<file path="src/rtl/vga_timing_gen.sv">
// Parametrised VGA raster timing generator: sync, active video, scaled coordinates, line/frame pulses.
// Optional VGA_TIMING_LEAD_EN delays syncs/active by LEAD enabled cycles so coordinates lead video.
module vga_timing_gen #(
  parameter int H_ACTIVE    = 640,
  parameter int H_FP        = 16,
  parameter int H_SYNC      = 96,
  parameter int H_BP        = 48,
  parameter int V_ACTIVE    = 480,
  parameter int V_FP        = 10,
  parameter int V_SYNC      = 2,
  parameter int V_BP        = 33,
  parameter bit H_POL       = 1'b0,
  parameter bit V_POL       = 1'b0,
  parameter int SCALE_SHIFT = 2,
  parameter int XW          = 8,
  parameter int YW          = 8,
  parameter int LEAD        = 1
) (
  input  logic          i_clk,
  input  logic          i_reset_n,
  input  logic          i_en,
  output logic          o_hSync,
  output logic          o_vSync,
  output logic          o_active,
  output logic [XW-1:0] o_pxlX,
  output logic [YW-1:0] o_pxlY,
  output logic          o_lineStart,
  output logic          o_frameStart,
  output logic [7:0]    o_frameCnt
);

  localparam int H_TOTAL = H_ACTIVE + H_FP + H_SYNC + H_BP;
  localparam int V_TOTAL = V_ACTIVE + V_FP + V_SYNC + V_BP;
  localparam int HW      = $clog2(H_TOTAL);
  localparam int VW      = $clog2(V_TOTAL);

  localparam logic [HW-1:0] H_LAST   = HW'(H_TOTAL - 1);
  localparam logic [HW-1:0] H_ACT_E  = HW'(H_ACTIVE);
  localparam logic [HW-1:0] HS_BEG   = HW'(H_ACTIVE + H_FP);
  localparam logic [HW-1:0] HS_END   = HW'(H_ACTIVE + H_FP + H_SYNC);
  localparam logic [VW-1:0] V_LAST   = VW'(V_TOTAL - 1);
  localparam logic [VW-1:0] V_ACT_E  = VW'(V_ACTIVE);
  localparam logic [VW-1:0] VS_BEG   = VW'(V_ACTIVE + V_FP);
  localparam logic [VW-1:0] VS_END   = VW'(V_ACTIVE + V_FP + V_SYNC);

  if (H_ACTIVE < 1 || H_FP < 1 || H_SYNC < 1 || H_BP < 1 ||
      V_ACTIVE < 1 || V_FP < 1 || V_SYNC < 1 || V_BP < 1) begin : g_err_timing
    $error("vga_timing_gen: every timing parameter must be >= 1");
  end
  if (((H_ACTIVE - 1) >> SCALE_SHIFT) >= (1 << XW) ||
      ((V_ACTIVE - 1) >> SCALE_SHIFT) >= (1 << YW)) begin : g_err_coord
    $error("vga_timing_gen: scaled coordinates do not fit XW/YW");
  end
  if (LEAD < 1 || LEAD > 4) begin : g_err_lead
    $error("vga_timing_gen: LEAD must be in 1..4");
  end

  logic [HW-1:0] h_q, h_d, h_n;
  logic [VW-1:0] v_q, v_d, v_n;
  logic          hsync_q, hsync_d;
  logic          vsync_q, vsync_d;
  logic          active_q, active_d;
  logic [XW-1:0] pxl_x_q, pxl_x_d;
  logic [YW-1:0] pxl_y_q, pxl_y_d;
  logic          line_start_q, line_start_d;
  logic          frame_start_q, frame_start_d;
  logic [7:0]    frame_cnt_q, frame_cnt_d;

  // Next raster position; outputs decode this so they line up with the counter state.
  always_comb begin
    h_n = h_q + HW'(1);
    v_n = v_q;
    if (h_q == H_LAST) begin
      h_n = '0;
      v_n = (v_q == V_LAST) ? '0 : v_q + VW'(1);
    end
  end

  always_comb begin
    h_d           = h_q;
    v_d           = v_q;
    hsync_d       = hsync_q;
    vsync_d       = vsync_q;
    active_d      = active_q;
    pxl_x_d       = pxl_x_q;
    pxl_y_d       = pxl_y_q;
    line_start_d  = 1'b0;
    frame_start_d = 1'b0;
    frame_cnt_d   = frame_cnt_q;
    if (i_en) begin
      h_d           = h_n;
      v_d           = v_n;
      hsync_d       = (h_n >= HS_BEG && h_n < HS_END) ? H_POL : ~H_POL;
      vsync_d       = (v_n >= VS_BEG && v_n < VS_END) ? V_POL : ~V_POL;
      active_d      = (h_n < H_ACT_E) && (v_n < V_ACT_E);
      pxl_x_d       = (h_n < H_ACT_E) ? XW'(h_n >> SCALE_SHIFT) : '0;
      pxl_y_d       = (v_n < V_ACT_E) ? YW'(v_n >> SCALE_SHIFT) : '0;
      line_start_d  = (h_n == '0);
      frame_start_d = (h_n == '0) && (v_n == '0);
      if (frame_start_d) begin
        frame_cnt_d = frame_cnt_q + 8'd1;
      end
    end
  end

  always_ff @(posedge i_clk or negedge i_reset_n) begin
    if (!i_reset_n) begin
      h_q           <= H_LAST;
      v_q           <= V_LAST;
      hsync_q       <= ~H_POL;
      vsync_q       <= ~V_POL;
      active_q      <= 1'b0;
      pxl_x_q       <= '0;
      pxl_y_q       <= '0;
      line_start_q  <= 1'b0;
      frame_start_q <= 1'b0;
      frame_cnt_q   <= '0;
    end else begin
      h_q           <= h_d;
      v_q           <= v_d;
      hsync_q       <= hsync_d;
      vsync_q       <= vsync_d;
      active_q      <= active_d;
      pxl_x_q       <= pxl_x_d;
      pxl_y_q       <= pxl_y_d;
      line_start_q  <= line_start_d;
      frame_start_q <= frame_start_d;
      frame_cnt_q   <= frame_cnt_d;
    end
  end

  assign o_pxlX       = pxl_x_q;
  assign o_pxlY       = pxl_y_q;
  assign o_lineStart  = line_start_q;
  assign o_frameStart = frame_start_q;
  assign o_frameCnt   = frame_cnt_q;

`ifdef VGA_TIMING_LEAD_EN
  // Video-side delay line; coordinates stay early to cover memory read latency.
  logic [LEAD-1:0] lead_hs_q, lead_hs_d;
  logic [LEAD-1:0] lead_vs_q, lead_vs_d;
  logic [LEAD-1:0] lead_act_q, lead_act_d;

  always_comb begin
    lead_hs_d  = lead_hs_q;
    lead_vs_d  = lead_vs_q;
    lead_act_d = lead_act_q;
    if (i_en) begin
      lead_hs_d  = LEAD'({lead_hs_q, hsync_q});
      lead_vs_d  = LEAD'({lead_vs_q, vsync_q});
      lead_act_d = LEAD'({lead_act_q, active_q});
    end
  end

  always_ff @(posedge i_clk or negedge i_reset_n) begin
    if (!i_reset_n) begin
      lead_hs_q  <= {LEAD{~H_POL}};
      lead_vs_q  <= {LEAD{~V_POL}};
      lead_act_q <= '0;
    end else begin
      lead_hs_q  <= lead_hs_d;
      lead_vs_q  <= lead_vs_d;
      lead_act_q <= lead_act_d;
    end
  end

  assign o_hSync  = lead_hs_q[LEAD-1];
  assign o_vSync  = lead_vs_q[LEAD-1];
  assign o_active = lead_act_q[LEAD-1];
`else
  assign o_hSync  = hsync_q;
  assign o_vSync  = vsync_q;
  assign o_active = active_q;
`endif

endmodule
</file>
<file path="config.mk">
export PLATFORM = sky130hd
export DESIGN_NAME = vga_timing_gen
export DESIGN_NICKNAME = d
export VERILOG_FILES = /design/src/rtl/vga_timing_gen.sv
export SDC_FILE = /design/constraint.sdc
export NUM_CORES = 1
export LEC_CHECK = 0
export CAP_MARGIN = 20
export CORE_ASPECT_RATIO = 0.9
export CORE_MARGIN = 4
export CORE_UTILIZATION = 50
export CTS_BUF_LIST = sky130_fd_sc_hd__clkbuf_8
export DETAILED_ROUTE_END_ITERATION = 7
export GPL_ROUTABILITY_DRIVEN = 0
export PLACE_DENSITY = 0.77
export SLEW_MARGIN = 0
export SYNTH_ARGS = -nofsm -noshare
export SYNTH_HDL_FRONTEND = slang
export SYNTH_SLANG_ARGS = --single-unit
</file>
<file path="constraint.sdc">
create_clock -name i_clk -period 6.43 [get_ports i_clk]
set_input_delay 1.6075 -clock i_clk [delete_from_list [all_inputs] [get_ports i_clk]]
set_output_delay 1.6075 -clock i_clk [all_outputs]
set_load 0.02 [all_outputs]
</file>
==> results of run 1 <==
report_power, final:
group          internal (mW)  switching (mW)  leakage (nW)
combinational         0.0891           0.109         0.697
sequential             0.356          0.0509         0.615
clock                  0.115           0.104        0.0595
total                  0.560           0.264          1.37
final timing paths:
kind,endpoint,slack (ns)
worst max-delay path,o_frameCnt[1]$_DFFE_PN0P_,2.48
worst min-delay path,o_frameCnt[7]$_DFFE_PN0P_,0.48
worst max register to register,o_frameCnt[1]$_DFFE_PN0P_,2.55
worst min register to register,o_frameCnt[7]$_DFFE_PN0P_,0.48
max in group asynchronous,h_q[0]$_DFFE_PN1P_,4.72
min in group asynchronous,o_pxlX[6]$_DFFE_PN0P_,1.16
worst max-delay path: stages:
cell	delay [ns]
sky130_fd_sc_hd__clkdlybuf4s50_1	0.45
sky130_fd_sc_hd__buf_4	0.41
sky130_fd_sc_hd__nand2_1	0.13
sky130_fd_sc_hd__nor2_1	0.16
sky130_fd_sc_hd__nand3_1	0.12
sky130_fd_sc_hd__a221oi_1	0.37
sky130_fd_sc_hd__nand4_2	0.31
sky130_fd_sc_hd__nor2_2	0.24
sky130_fd_sc_hd__mux2_1	0.33
cell families after synthesis:
logic type | synth area share (%)
XOR/XNOR | 9.35
multiplexers | 2.67
flip-flops | 42.8
AO/OA/AOI/OAI | 13.2
AND/OR/NAND/NOR | 23.1
buffers and inverters | 6.77
adder cells (fa/ha/maj) | 2.16
state kept, by name (all words and copies together) (netlist names):
signal / count
v_q: 10
o_active: 1
o_pxlY: 8
o_frameStart: 1
o_frameCnt: 8
h_q: 10
o_lineStart: 1
o_pxlX: 8
o_vSync: 1
o_hSync: 1
area by class of cell:
class                      instances  area, um2
clock buffer                       5       68.8
clock inverter                     3       42.5
fill                             484       2340
inverter                          22       82.6
multi-input combinational        217       1470
sequential                        49       1240
tap                               70       87.6
timing repair buffer              33        333
cell usage in the layout, fill, tap and decap left out, types with 2 or more instances in the layout:
master	n
sky130_fd_sc_hd__xnor2_1	20
sky130_fd_sc_hd__a21oi_1	11
sky130_fd_sc_hd__nand2_1	34
sky130_fd_sc_hd__o22ai_1	13
sky130_fd_sc_hd__ha_1	5
sky130_fd_sc_hd__inv_1	23
sky130_fd_sc_hd__a211oi_1	3
sky130_fd_sc_hd__xor2_1	11
sky130_fd_sc_hd__nand4_1	13
sky130_fd_sc_hd__o21a_1	2
sky130_fd_sc_hd__nand4b_1	2
sky130_fd_sc_hd__o211ai_1	3
sky130_fd_sc_hd__a41oi_1	2
sky130_fd_sc_hd__dfrtp_1	37
sky130_fd_sc_hd__o31ai_1	2
sky130_fd_sc_hd__o21ai_0	10
sky130_fd_sc_hd__and4_1	7
sky130_fd_sc_hd__nand3_1	11
sky130_fd_sc_hd__and2_1	2
sky130_fd_sc_hd__nor4_2	2
sky130_fd_sc_hd__clkdlybuf4s50_1	30
sky130_fd_sc_hd__nor3_1	7
sky130_fd_sc_hd__nor2b_1	2
sky130_fd_sc_hd__nor4_1	3
sky130_fd_sc_hd__nor2_1	16
sky130_fd_sc_hd__mux2_2	5
sky130_fd_sc_hd__clkbuf_8	5
sky130_fd_sc_hd__a21o_1	2
sky130_fd_sc_hd__and3_1	6
sky130_fd_sc_hd__a31oi_1	2
sky130_fd_sc_hd__dfstp_2	12
metal layers:
metal	global-route usage (%)	vias up	part of all wire, %
met5	0	-	0
li1	-	1139	-
met2	26.8	87	44
met4	5.44	0	1.0
met3	3.38	6	6.4
met1	27.1	1110	49
per-stage QoR:
stage | area, um2 | worst slack [ns]
after detailed placement | 3190 | 2.14
final | 3320 | 2.48
after CTS | 3300 | 2.48
after floorplan | 2900 | 3.34
after global routing | 3320 | 2.28
after global placement | 3190 | 2.21
==> impl_metrics.json, run 1 <==
{
  "peakVddDrop_v": 0.000151,
  "global_route.usage.total_pct": 18.2,
  "timing_hold_violations_final": 0,
  "yosys_warnings": 0,
  "wire_per_inst_um": 15.1,
  "synth_cells": 310,
  "placementRows": 26,
  "ys_seq_area_share_pct": 42.8,
  "worstPathMaxFanout": 50,
  "timing_worst_slew_pin_value_ns": 0.851,
  "drt-pass1-iter-count": 6,
  "antenna_cells": 0,
  "grt_pass1_vias": 2142,
  "total_power_mw": 0.824,
  "synth_commonest_cells": "sky130_fd_sc_hd__dfrtp_1, sky130_fd_sc_hd__nand2_1, sky130_fd_sc_hd__inv_1",
  "grt_first_pass_wirelength_mm": 10.3,
  "post-cts-setup-buffers": 0,
  "timing.final.crit_period_ns": 3.95,
  "setup.worst_path.start_class": "input port",
  "cts_inserted_buffers": 5,
  "min_from": "o_frameCnt[7]$_DFFE_PN0P_",
  "mappedNetlistArea_um2": 2900,
  "skew_ns": 0.00602,
  "yosys.area.top_type_share_pct": 31.9,
  "fin_setup_tns_ns": 0,
  "cell_at_the_root_of_the_clock_tree": "sky130_fd_sc_hd__clkbuf_8",
  "synth_flop_cell": "sky130_fd_sc_hd__dfrtp_1",
  "drcViolationCount": 0,
  "boundaryPins": 32,
  "grt_antenna_before_repair": 0,
  "maxSlewViolCount": 0,
  "ctsHoldBuffers": 0,
  "synth_cell_types": 56,
  "critical_path.startpoint": "i_en",
  "route.detailed.vias_per_inst": 5.87,
  "post-place-cells": 390,
  "die_width_um": 88.3,
  "post_synthesis_area_per_instance_um2": 9.36,
  "slew-limit-headroom_pct": 43.3,
  "leakagePower_nw": 1.37,
  "power_density_nw_per_um2": 248,
  "timing.reg2reg.worst_path_depth": 8,
  "worstSetupPathType": "input port to flip-flop",
  "clock_latency_ns": 0.30,
  "grt_remaining_overflow": 0,
  "initial_utilization_pct": 51.3,
  "final_net_count": 336,
  "status": "complete, no violations",
  "synth_async_sr_flop_share_pct": 100,
  "report.final.setup_viol": 0,
  "mappedNetlistNets": 318,
  "finalNonFillerCells": 399,
  "finalCoreUtilization_pct": 58.7,
  "floorplan_die_area_um2": 7090,
  "hold_slack_ns": 0.477,
  "wl_mm": 6.03,
  "max_cap_viol_count": 0,
  "area_growth_from_synthesis_to_final_layout_pct": 14.4,
  "dp_hpwl_mm": 4.15,
  "core_area_um2": 5660,
  "max_freq_mhz": 253,
  "number_of_drc_markers_after_the_initial_detailed_route_iteration": 256,
  "cts_resized": 0,
  "timing.rr.start": "h_q[0]$_DFFE_PN1P_",
  "min_path_type": "flip-flop to flip-flop",
  "synth_edf_count": 0,
  "data_arrival_at_the_endpoint_of_the_critical_path_ns": 4.15,
  "io_buffers": 31,
  "die_height_um": 80.3,
  "layout_worst_path_cycle_share_pct": 61.5,
  "path_clk_slew_ns": 0.09,
  "top_count_cell_post_synth": "sky130_fd_sc_hd__dfrtp_1",
  "cts_max_path_buffers": 2,
  "ys_top_cells_by_area": "sky130_fd_sc_hd__dfrtp_1, sky130_fd_sc_hd__dfstp_2, sky130_fd_sc_hd__xnor2_1",
  "maximum_number_of_pins_on_one_net_before_global_route_repair": 51,
  "final_layout_size_suffix_gt1_share_pct": 11.2,
  "vias": 2342,
  "crit_path_end_kind": "flip-flop",
  "yosysTopAreaCell": "sky130_fd_sc_hd__dfrtp_1",
  "wp_data_required_ns": 6.63,
  "clock_tree_from_tritoncts": "built",
  "worst_hold_stages": 1,
  "grt_setup_unrepaired": "no",
  "ctsHtreeMaxLevel": 2,
  "postSynthRegisterBits": 49,
  "cts_num_sinks": 49,
  "ant_nets": 0
}
Note: power is estimated with default switching activity, not from simulation.
==> run 2: changes to the inputs <==
Settings changed: PLACE_DENSITY 0.77 to 0.8.
Clock period 6.43 ns to 3.4 ns, I/O delays scaled along.
==> run 2 against run 1 <==
Against the previous run:
- non-clock buffer count is 4 higher
- die area stayed put
- clock power grew 82%
- register-to-register slack worse by 2.3 ns
- largest cell class unchanged
- highest routed layer unchanged
==> impl_metrics.json, run 2 (same netlist as run 1, synthesis figures left out) <==
{
  "fin_ws_ns": 0.236,
  "path_clk_slew_ns": 0.09,
  "die_width_um": 88.3,
  "final_cell_mix": "sky130_fd_sc_hd__dfrtp_1, sky130_fd_sc_hd__nand2_1, sky130_fd_sc_hd__clkdlybuf4s50_1",
  "core_area_um2": 5660,
  "initial_utilization_pct": 51.3,
  "fin_setup_tns_ns": 0,
  "p_clk_share_pct": 25.8,
  "io_buffers": 31,
  "ctsHtreeMaxLevel": 2,
  "ctsHoldBuffers": 0,
  "wp_data_required_ns": 3.59,
  "p_switching_mw": 0.491,
  "power_density_nw_per_um2": 463,
  "max_cap_viol_count": 0,
  "maximum_number_of_pins_on_one_net_before_global_route_repair": 50,
  "final_net_count": 340,
  "total_power_mw": 1.55,
  "floorplan_die_area_um2": 7090,
  "area_growth_from_synthesis_to_final_layout_pct": 15.3,
  "antenna_cells": 0,
  "drcViolationCount": 0,
  "maxSlewViolCount": 0,
  "wl_mm": 6.22,
  "placementRows": 26,
  "timing_hold_violations_final": 0,
  "report.final.setup_viol": 0,
  "worstPathMaxFanout": 11,
  "power.sequential.fraction_pct": 49.7,
  "timing_worst_slew_pin_value_ns": 0.590,
  "boundaryPins": 32,
  "skew_ns": 0.0110,
  "layout_commonest_cell": "sky130_fd_sc_hd__dfrtp_1",
  "fill_cells": 495,
  "grt_setup_unrepaired": "no",
  "power.switching_fraction_pct": 31.6,
  "slew-limit-headroom_pct": 60.4,
  "max_freq_mhz": 316,
  "drt-pass1-iter-count": 5,
  "place_area_um2": 3220,
  "cell_at_the_root_of_the_clock_tree": "sky130_fd_sc_hd__clkbuf_8",
  "die_height_um": 80.3,
  "grt_first_pass_wirelength_mm": 10.7,
  "final_layout_size_suffix_gt1_share_pct": 12.6,
  "dpl_worst_slack_ns": 0.159,
  "post-cts-setup-buffers": 0,
  "crit_path_end_kind": "flip-flop",
  "ant_nets": 0,
  "cts_num_sinks": 49,
  "clock_tree_from_tritoncts": "built",
  "cts_inserted_buffers": 5,
  "grt_pass1_vias": 2227,
  "grt_remaining_overflow": 0,
  "cell_internal_pwr_mw": 1.06,
  "clock_latency_ns": 0.30,
  "finalCoreUtilization_pct": 59.2,
  "status": "complete, no violations",
  "cts_resized": 0,
  "leakagePower_nw": 1.39,
  "comb_power_share_pct": 24.5,
  "setup.worst_path.start_class": "flip-flop",
  "dp_hpwl_mm": 4.35,
  "min_path_type": "flip-flop to flip-flop",
  "peakVddDrop_v": 0.000285,
  "vias": 2415,
  "route.detailed.vias_per_inst": 5.99,
  "post_route_cell_area_um2": 3350,
  "grt_antenna_before_repair": 0,
  "cts_max_path_buffers": 2,
  "layout_worst_path_cycle_share_pct": 93.1,
  "number_of_drc_markers_after_the_initial_detailed_route_iteration": 301,
  "global_route.usage.total_pct": 18.9,
  "worstSetupPathType": "flip-flop to flip-flop",
  "top_regs": "h_q (10), v_q (10)",
  "wire_per_inst_um": 15.4,
  "data_arrival_at_the_endpoint_of_the_critical_path_ns": 3.35,
  "timing.final.crit_period_ns": 3.16
}
-- run 2: cell types whose count changed in the layout (fill, tap and decap cells not counted) --
cell	change
sky130_fd_sc_hd__and3_1	-1
sky130_fd_sc_hd__and3_2	+1
sky130_fd_sc_hd__buf_4	+4
sky130_fd_sc_hd__clkinv_2	+1
sky130_fd_sc_hd__clkinv_4	-1
-- run 2: final timing paths --
check / from / to / slack, ns / depth (start not counted)
min in group asynchronous: i_reset_n / o_pxlX[2]$_DFFE_PN0P_ / 0.50 / 1
hold / removal: o_frameCnt[7]$_DFFE_PN0P_ / o_frameCnt[7]$_DFFE_PN0P_ / 0.48 / 1
setup reg to reg: h_q[0]$_DFFE_PN1P_ / o_frameCnt[1]$_DFFE_PN0P_ / 0.24 / 8
hold reg to reg: o_frameCnt[7]$_DFFE_PN0P_ / o_frameCnt[7]$_DFFE_PN0P_ / 0.48 / 1
setup / recovery: h_q[0]$_DFFE_PN1P_ / o_frameCnt[1]$_DFFE_PN0P_ / 0.24 / 8
max in group asynchronous: i_reset_n / o_vSync$_DFFE_PN1P_ / 2.30 / 2
-- run 2: routing by layer --
metal / track usage (%) / up-vias / share of wire, %
met5: 0 / - / 0
met1: 27.4 / 1133 / 45
met3: 3.79 / 8 / 8.2
met4: 6.19 / 0 / 1.2
li1: - / 1148 / -
met2: 28.1 / 126 / 45
-- run 2: power by group through the flow --
stage	logic, mW	clock network [mW]	registers, mW
after floorplan	0.284	0	0.753
after global placement	0.365	0	0.772
after detailed placement	0.374	0	0.779
after CTS	0.379	0.415	0.769
after global routing	0.415	0.441	0.787
final	0.380	0.400	0.771
-- run 2: critical path, cell delays in order (launching register included) --
cell	delay (ns)
sky130_fd_sc_hd__dfstp_2	0.59
sky130_fd_sc_hd__ha_1	0.17
sky130_fd_sc_hd__and4_1	0.48
sky130_fd_sc_hd__nand3_4	0.21
sky130_fd_sc_hd__nor2_1	0.23
sky130_fd_sc_hd__a31oi_1	0.11
sky130_fd_sc_hd__or4_1	0.71
sky130_fd_sc_hd__nor2_2	0.23
sky130_fd_sc_hd__mux2_1	0.33
-- run 2: area by class of cell --
class                           count  area, um2  area share (%)
Clock buffer                        5       68.8            2.06
Clock inverter                      3       38.8            1.16
Inverter                           22       82.6            2.47
Multi-Input combinational cell    217       1470            43.8
Sequential cell                    49       1240            37.1
Tap cell                           70       87.6            2.62
Timing Repair Buffer               37        363            10.8
-- run 2: stage by stage --
stage / hold slack, ns / cells
floorplan: 0.493 / 310
global placement: 0.460 / 394
detailed placement: 0.462 / 394
CTS: 0.476 / 402
global route: 0.482 / 403
finish: 0.478 / 403
==> run 3: changes to the inputs <==
Settings changed: HOLD_SLACK_MARGIN from default to 0.08, SLEW_MARGIN 0 to default.
==> results of run 3 <==
Final layout, timing and power as in run 2 (identical DEF).
